$ cat src/rtl/mips_fetch_queue_if.sv
// Fetch-queue bus bundle: memory request/response, redirect and decode handoff.
// master = fetch unit, slave = memory/pipeline environment.
interface mips_fetch_queue_if #(
  parameter int DATA_WIDTH = 32,
  parameter int ADDR_WIDTH = 32,
  parameter int DEPTH      = 4
);
  localparam int OW = $clog2(DEPTH) + 1;

  logic                  imem_req_valid_o;
  logic                  imem_req_ready_i;
  logic [ADDR_WIDTH-1:0] imem_addr_o;
  logic                  imem_resp_valid_i;
  logic [DATA_WIDTH-1:0] imem_resp_data_i;
  logic                  redirect_i;
  logic [ADDR_WIDTH-1:0] redirect_pc_i;
  logic                  id_valid_o;
  logic                  id_ready_i;
  logic [DATA_WIDTH-1:0] id_instr_o;
  logic [ADDR_WIDTH-1:0] id_pc_plus_4_o;
  logic [OW-1:0]         occupancy_o;

  modport master (
    output imem_req_valid_o, imem_addr_o,
    input  imem_req_ready_i, imem_resp_valid_i, imem_resp_data_i,
    input  redirect_i, redirect_pc_i, id_ready_i,
    output id_valid_o, id_instr_o, id_pc_plus_4_o, occupancy_o
  );

  modport slave (
    input  imem_req_valid_o, imem_addr_o,
    output imem_req_ready_i, imem_resp_valid_i, imem_resp_data_i,
    output redirect_i, redirect_pc_i, id_ready_i,
    input  id_valid_o, id_instr_o, id_pc_plus_4_o, occupancy_o
  );
endinterface

$ cat src/rtl/mips_fetch_queue.sv
// MIPS fetch front end: PC, credit-limited fetch issue, response FIFO, redirect flush.
// Optional FETCH_BYPASS_EN: empty-FIFO responses go straight to decode.
module mips_fetch_queue #(
  parameter int                    DATA_WIDTH      = 32,
  parameter int                    ADDR_WIDTH      = 32,
  parameter int                    DEPTH           = 4,
  parameter int                    MAX_OUTSTANDING = 2,
  parameter logic [ADDR_WIDTH-1:0] RESET_PC        = '0
) (
  input  logic               clk,
  input  logic               reset,
  mips_fetch_queue_if.master bus
);
  localparam int PW = $clog2(DEPTH);
  localparam int OW = PW + 1;
  localparam int CW = $clog2(MAX_OUTSTANDING + 1);
  localparam int TW = (MAX_OUTSTANDING > 1) ? $clog2(MAX_OUTSTANDING) : 1;

  typedef struct packed {
    logic [DATA_WIDTH-1:0] instr;
    logic [ADDR_WIDTH-1:0] pc4;
  } entry_t;

  logic                  run_q, run_d;
  logic [ADDR_WIDTH-1:0] pc_q, pc_d;
  logic [CW-1:0]         out_q, out_d;
  logic [CW-1:0]         drop_q, drop_d;
  logic [OW-1:0]         wr_q, wr_d;
  logic [OW-1:0]         rd_q, rd_d;
  logic [TW-1:0]         tag_wr_q, tag_wr_d;
  logic [TW-1:0]         tag_rd_q, tag_rd_d;
  logic [ADDR_WIDTH-1:0] tag_q [MAX_OUTSTANDING];
  logic [ADDR_WIDTH-1:0] tag_d [MAX_OUTSTANDING];
  entry_t                mem_q [DEPTH];
  entry_t                mem_d [DEPTH];
  entry_t                hold_q, hold_d;

  logic [OW-1:0]         occ;
  logic                  empty;
  logic                  resp_ok;
  logic                  req_valid;
  logic                  fire;
  logic                  bypass;
  logic                  push;
  logic                  pop;
  entry_t                head;
  entry_t                shown;
  logic [ADDR_WIDTH-1:0] tag_head;
  logic                  unused;

  assign unused = ^bus.redirect_pc_i[1:0];

  function automatic logic [TW-1:0] tinc(input logic [TW-1:0] i);
    return (int'(i) == MAX_OUTSTANDING - 1) ? '0 : i + TW'(1);
  endfunction

  // Issue credit, response routing and decode-side head selection
  always_comb begin
    occ      = wr_q - rd_q;
    empty    = (occ == '0);
    head     = mem_q[rd_q[PW-1:0]];
    tag_head = tag_q[tag_rd_q];
    resp_ok  = bus.imem_resp_valid_i && (out_q != '0);
    req_valid = run_q && !bus.redirect_i
              && (int'(out_q) < MAX_OUTSTANDING)
              && (int'(occ) + int'(out_q) < DEPTH);
    fire = req_valid && bus.imem_req_ready_i;
`ifdef FETCH_BYPASS_EN
    bypass = empty && (drop_q == '0) && resp_ok
           && bus.id_ready_i && !bus.redirect_i;
`else
    bypass = 1'b0;
`endif
    push = resp_ok && (drop_q == '0) && !bus.redirect_i && !bypass;
    pop  = !empty && bus.id_ready_i;

    shown          = hold_q;
    bus.id_valid_o = 1'b0;
    if (bypass) begin
      shown          = '{instr: bus.imem_resp_data_i, pc4: tag_head};
      bus.id_valid_o = 1'b1;
    end else if (!empty) begin
      shown          = head;
      bus.id_valid_o = 1'b1;
    end
    bus.id_instr_o       = shown.instr;
    bus.id_pc_plus_4_o   = shown.pc4;
    bus.imem_req_valid_o = req_valid;
    bus.imem_addr_o      = pc_q;
    bus.occupancy_o      = occ;
  end

  // Next-state for PC, credit counters, tag queue and FIFO
  always_comb begin
    run_d    = 1'b1;
    pc_d     = pc_q;
    out_d    = out_q + CW'(fire) - CW'(resp_ok);
    drop_d   = drop_q;
    wr_d     = wr_q;
    rd_d     = rd_q;
    tag_wr_d = tag_wr_q;
    tag_rd_d = tag_rd_q;
    tag_d    = tag_q;
    mem_d    = mem_q;
    hold_d   = (bypass || !empty) ? shown : hold_q;

    if (fire) begin
      pc_d            = pc_q + ADDR_WIDTH'(4);
      tag_d[tag_wr_q] = pc_q + ADDR_WIDTH'(4);
      tag_wr_d        = tinc(tag_wr_q);
    end
    if (resp_ok) begin
      tag_rd_d = tinc(tag_rd_q);
      if (drop_q != '0) drop_d = drop_q - CW'(1);
    end
    if (push) begin
      mem_d[wr_q[PW-1:0]] = '{instr: bus.imem_resp_data_i, pc4: tag_head};
      wr_d = wr_q + OW'(1);
    end
    if (pop) rd_d = rd_q + OW'(1);

    if (bus.redirect_i) begin
      pc_d   = {bus.redirect_pc_i[ADDR_WIDTH-1:2], 2'b00};
      drop_d = out_q - CW'(resp_ok);
      rd_d   = wr_q;
      wr_d   = wr_q;
    end
  end

  // State registers
  always_ff @(posedge clk or negedge reset) begin
    if (!reset) begin
      run_q    <= 1'b0;
      pc_q     <= RESET_PC;
      out_q    <= '0;
      drop_q   <= '0;
      wr_q     <= '0;
      rd_q     <= '0;
      tag_wr_q <= '0;
      tag_rd_q <= '0;
      hold_q   <= '0;
      for (int i = 0; i < MAX_OUTSTANDING; i++) tag_q[i] <= '0;
      for (int i = 0; i < DEPTH; i++) mem_q[i] <= '0;
    end else begin
      run_q    <= run_d;
      pc_q     <= pc_d;
      out_q    <= out_d;
      drop_q   <= drop_d;
      wr_q     <= wr_d;
      rd_q     <= rd_d;
      tag_wr_q <= tag_wr_d;
      tag_rd_q <= tag_rd_d;
      hold_q   <= hold_d;
      tag_q    <= tag_d;
      mem_q    <= mem_d;
    end
  end
endmodule

$ cat src/flat_wrapper.sv
// flat-port wrapper written by rule: the top's interface ports become plain ports
module mips_fetch_queue_flat 
#(
  parameter int                    DATA_WIDTH      = 32,
  parameter int                    ADDR_WIDTH      = 32,
  parameter int                    DEPTH           = 4,
  parameter int                    MAX_OUTSTANDING = 2,
  parameter logic [ADDR_WIDTH-1:0] RESET_PC        = '0
)
  (clk, reset, bus_imem_req_valid_o, bus_imem_addr_o, bus_imem_req_ready_i, bus_imem_resp_valid_i, bus_imem_resp_data_i, bus_redirect_i, bus_redirect_pc_i, bus_id_ready_i, bus_id_valid_o, bus_id_instr_o, bus_id_pc_plus_4_o, bus_occupancy_o);
  mips_fetch_queue_if #(.DATA_WIDTH(DATA_WIDTH), .ADDR_WIDTH(ADDR_WIDTH), .DEPTH(DEPTH)) bus_i ();
  input  logic clk;
  input  logic reset;
  output wire logic [$bits(bus_i.imem_req_valid_o)-1:0] bus_imem_req_valid_o;
  output wire logic [$bits(bus_i.imem_addr_o)-1:0] bus_imem_addr_o;
  input wire logic [$bits(bus_i.imem_req_ready_i)-1:0] bus_imem_req_ready_i;
  input wire logic [$bits(bus_i.imem_resp_valid_i)-1:0] bus_imem_resp_valid_i;
  input wire logic [$bits(bus_i.imem_resp_data_i)-1:0] bus_imem_resp_data_i;
  input wire logic [$bits(bus_i.redirect_i)-1:0] bus_redirect_i;
  input wire logic [$bits(bus_i.redirect_pc_i)-1:0] bus_redirect_pc_i;
  input wire logic [$bits(bus_i.id_ready_i)-1:0] bus_id_ready_i;
  output wire logic [$bits(bus_i.id_valid_o)-1:0] bus_id_valid_o;
  output wire logic [$bits(bus_i.id_instr_o)-1:0] bus_id_instr_o;
  output wire logic [$bits(bus_i.id_pc_plus_4_o)-1:0] bus_id_pc_plus_4_o;
  output wire logic [$bits(bus_i.occupancy_o)-1:0] bus_occupancy_o;
  assign bus_imem_req_valid_o = bus_i.imem_req_valid_o;
  assign bus_imem_addr_o = bus_i.imem_addr_o;
  assign bus_i.imem_req_ready_i = bus_imem_req_ready_i;
  assign bus_i.imem_resp_valid_i = bus_imem_resp_valid_i;
  assign bus_i.imem_resp_data_i = bus_imem_resp_data_i;
  assign bus_i.redirect_i = bus_redirect_i;
  assign bus_i.redirect_pc_i = bus_redirect_pc_i;
  assign bus_i.id_ready_i = bus_id_ready_i;
  assign bus_id_valid_o = bus_i.id_valid_o;
  assign bus_id_instr_o = bus_i.id_instr_o;
  assign bus_id_pc_plus_4_o = bus_i.id_pc_plus_4_o;
  assign bus_occupancy_o = bus_i.occupancy_o;
  mips_fetch_queue #(.DATA_WIDTH(DATA_WIDTH), .ADDR_WIDTH(ADDR_WIDTH), .DEPTH(DEPTH), .MAX_OUTSTANDING(MAX_OUTSTANDING), .RESET_PC(RESET_PC)) u_core (.clk(clk), .reset(reset), .bus(bus_i));
endmodule
$ cat config.mk
export PLATFORM = sky130hd
export DESIGN_NAME = mips_fetch_queue_flat
export DESIGN_NICKNAME = d
export VERILOG_FILES = /design/src/rtl/mips_fetch_queue_if.sv /design/src/rtl/mips_fetch_queue.sv /design/src/flat_wrapper.sv
export SDC_FILE = /design/constraint.sdc
export NUM_CORES = 1
export LEC_CHECK = 0
export CORE_ASPECT_RATIO = 0.8
export CORE_MARGIN = 5
export CORE_UTILIZATION = 45
export DETAILED_ROUTE_END_ITERATION = 8
export MAX_ROUTING_LAYER = met4
export SLEW_MARGIN = 20
export SYNTH_ARGS = -nofsm -noshare
export SYNTH_HDL_FRONTEND = slang
export SYNTH_SLANG_ARGS = --single-unit
$ cat constraint.sdc
create_clock -name clk -period 7.7 [get_ports clk]
set_input_delay 2.31 -clock clk [delete_from_list [all_inputs] [get_ports clk]]
set_output_delay 2.31 -clock clk [all_outputs]
set_load 0.1 [all_outputs]
==> out/qor.yml <==
outcome: "completed"
placed_area_sq_um: 20710
firstDrtPassIters: 5
synth_top_area_share_pct: 55.15
synthAdderAreaFrac_pct: 0.8372
ys_async_sr_fraction_pct: 100.0
period_needed_ns: 6.400
ant_nets: 0
cts.sinks: 415
fp-row-count: 67
htree_levels: 2
syn_inst: 1507
synthFlopType: "dfrtp_1"
syn_to_final_growth_pct: 17.86
grt_first_pass_wirelength_mm: 68.86
clk-insertion-delay-late_ns: 0.54
grt_max_degree: 159
cp-start-kind: "register"
final_cell_mix: "413 x dfrtp_1, 230 x nand2_1, 223 x mux2_2"
wl_per_cell_um: 18.83
max_cap_viol_count: 0
synth.area.mux_share_pct: 24.25
ff2ff_setup_slack_ns: 3.18
cts_buffer_depth: 3
fin_skew_ns: 0.01652
drv_slew: 0
crit_path_max_fanout: 45
dieArea_sq_um: 46060
ys_seq_area_share_pct: 55.15
dp_hpwl_mm: 26.60
layout.nets: 1705
yosys_warnings: 0
drt_iter0_markers: 713
cp.required_ns: 5.39
setup_viol_count_final: 0
layout-drive-gt1-share_pct: 27.45
drc: 0
holdBufCountCts: 0
cts-root-buf: "clkbuf_16"
synth_cell_types: 53
antenna_found_initial: 0
finalHoldViolCount: 0
fillers: 3558
postSynthAreaPerCell_sq_um: 12.50
tightest_slew_ns: 1.031
numCtsBuffers: 44
syn_area_sq_um: 18830
die-width_um: 238.7
fmax_mhz: 156.3
start_util_pct: 45.20
grt_pass1_vias: 12544
cp.arrival_ns: 4.09
totalWireLength_mm: 41.57
cts_repair_resize_count: 0
num_vias: 11856
synth_edf_count: 0
overflow: 0
boundaryPins: 171
final_common_cell: "dfrtp_1"
critPathKind: "register to primary output"
finalCritPeriodShare_pct: 83.11
clk_pin_slew_ns: 0.06
slew_headroom_pct: 31.06
coreArea_sq_um: 41660
globalplace.congestion: 0.7622
portBuffers: 166
yosys.area.top_type: "dfrtp_1"
track_usage_pct: 18.97
cts_tree: "built"
synthTopCellsByArea: "dfrtp_1 55%, mux2_2 13%, mux4_2 7.4%, nand2_1 4.7%, o21ai_0 4.0%"
rsz0062_at_grt: "no"
vias_per_cell: 5.372
synth_top_family_by_area: "multiplexers"
worstHoldPathType: "register to register"
synth_xor_area_share_pct: 1.801
endpoint_kind: "primary output"
die_h_um: 193.0
design_area_sq_um: 22190
fin_setup_tns_ns: 0
synth-seq-cells: 415
synth_simple_gate_area_share_pct: 7.542
synth_compound_area_share_pct: 7.389
cts_setup_buffers: 0
cells in the mapped netlist (all sizes together) (9+ instances only):
cell / instances
nand3: 19
mux2i: 32
nor2: 16
clkbuf: 56
nand4: 9
dfrtp: 415
mux2: 253
inv: 14
mux4: 62
o21ai: 201
buf: 56
xor2: 19
nand2: 234
xnor2: 17
ha: 11
o311ai: 10
logic make-up after synthesis:
| kind of cell | Yosys count |
|---|---|
| compound gates | 251 |
| xor+xnor | 37 |
| fa+ha+maj | 12 |
| buf+inv | 126 |
| flops | 415 |
| mux | 347 |
| other cells | 2 |
| simple gates | 317 |
through the flow:
stage               instances  utilization [%]  worst slack, ns  hold slack, ns
floorplan                1508                -            1.162          0.4442
global placement         2129            49.71            1.709          0.4560
detailed placement       2129            49.71            1.712          0.4623
CTS                      2206            53.24            1.254          0.4798
global route             2206            53.26            1.084          0.4947
finish                   2207            53.27            1.300          0.4764
state kept, by name, indices dropped and copies added, names as in the netlist:
register	count
u_core.hold_q	64
u_core.rd_q	3
u_core.wr_q	3
u_core.mem_q	248
u_core.tag_wr_q	1
u_core.out_q	2
u_core.tag_q	60
u_core.tag_rd_q	1
u_core.run_q	1
u_core.bus.imem_addr_o	30
u_core.drop_q	2
routing by layer:
layer | vias to the layer above | track usage [%] | routed length [um]
met2 | 216 | 28.36 | 18560
met5 | - | - | 0
met1 | 5966 | 27.53 | 20480
met3 | 56 | 3.385 | 1794
li1 | 5618 | - | -
met4 | 0 | 4.104 | 727
final timing paths:
path	startpoint	to	cells past startpoint
hold reg to reg	u_core.mem_q[201]	u_core.mem_q[201]	2
min in group asynchronous	reset	u_core.hold_q[50]	1
max in group asynchronous	reset	u_core.hold_q[13]	2
setup / recovery	u_core.rd_q[1]	bus_id_instr_o[9]	8
hold / removal	u_core.mem_q[201]	u_core.mem_q[201]	2
setup reg to reg	u_core.rd_q[1]	u_core.tag_q[3]	9
layout make-up:
type	count	area (sq um)	share of cell area, %
repair buffers	181	1657	7.464
flip-flops and latches	415	10390	46.81
inverters	14	55.05	0.2481
clock buffers	63	1294	5.829
well taps	552	690.7	3.112
clock inverters	14	177.7	0.8005
diodes	1	2.502	0.01128
multi-input cells	967	7928	35.72
worst max-delay path: stages (launching register included):
cell     delay [ns]
dfrtp_2        0.87
inv_1          0.15
fa_1           0.47
xnor3_2        0.44
nor3_4         0.30
inv_4          0.30
buf_4          0.35
mux2_1         0.39
buf_4          0.25
Power is not shown: default switching activity piles up to over one toggle a cycle in this logic, so the estimate is an artifact.
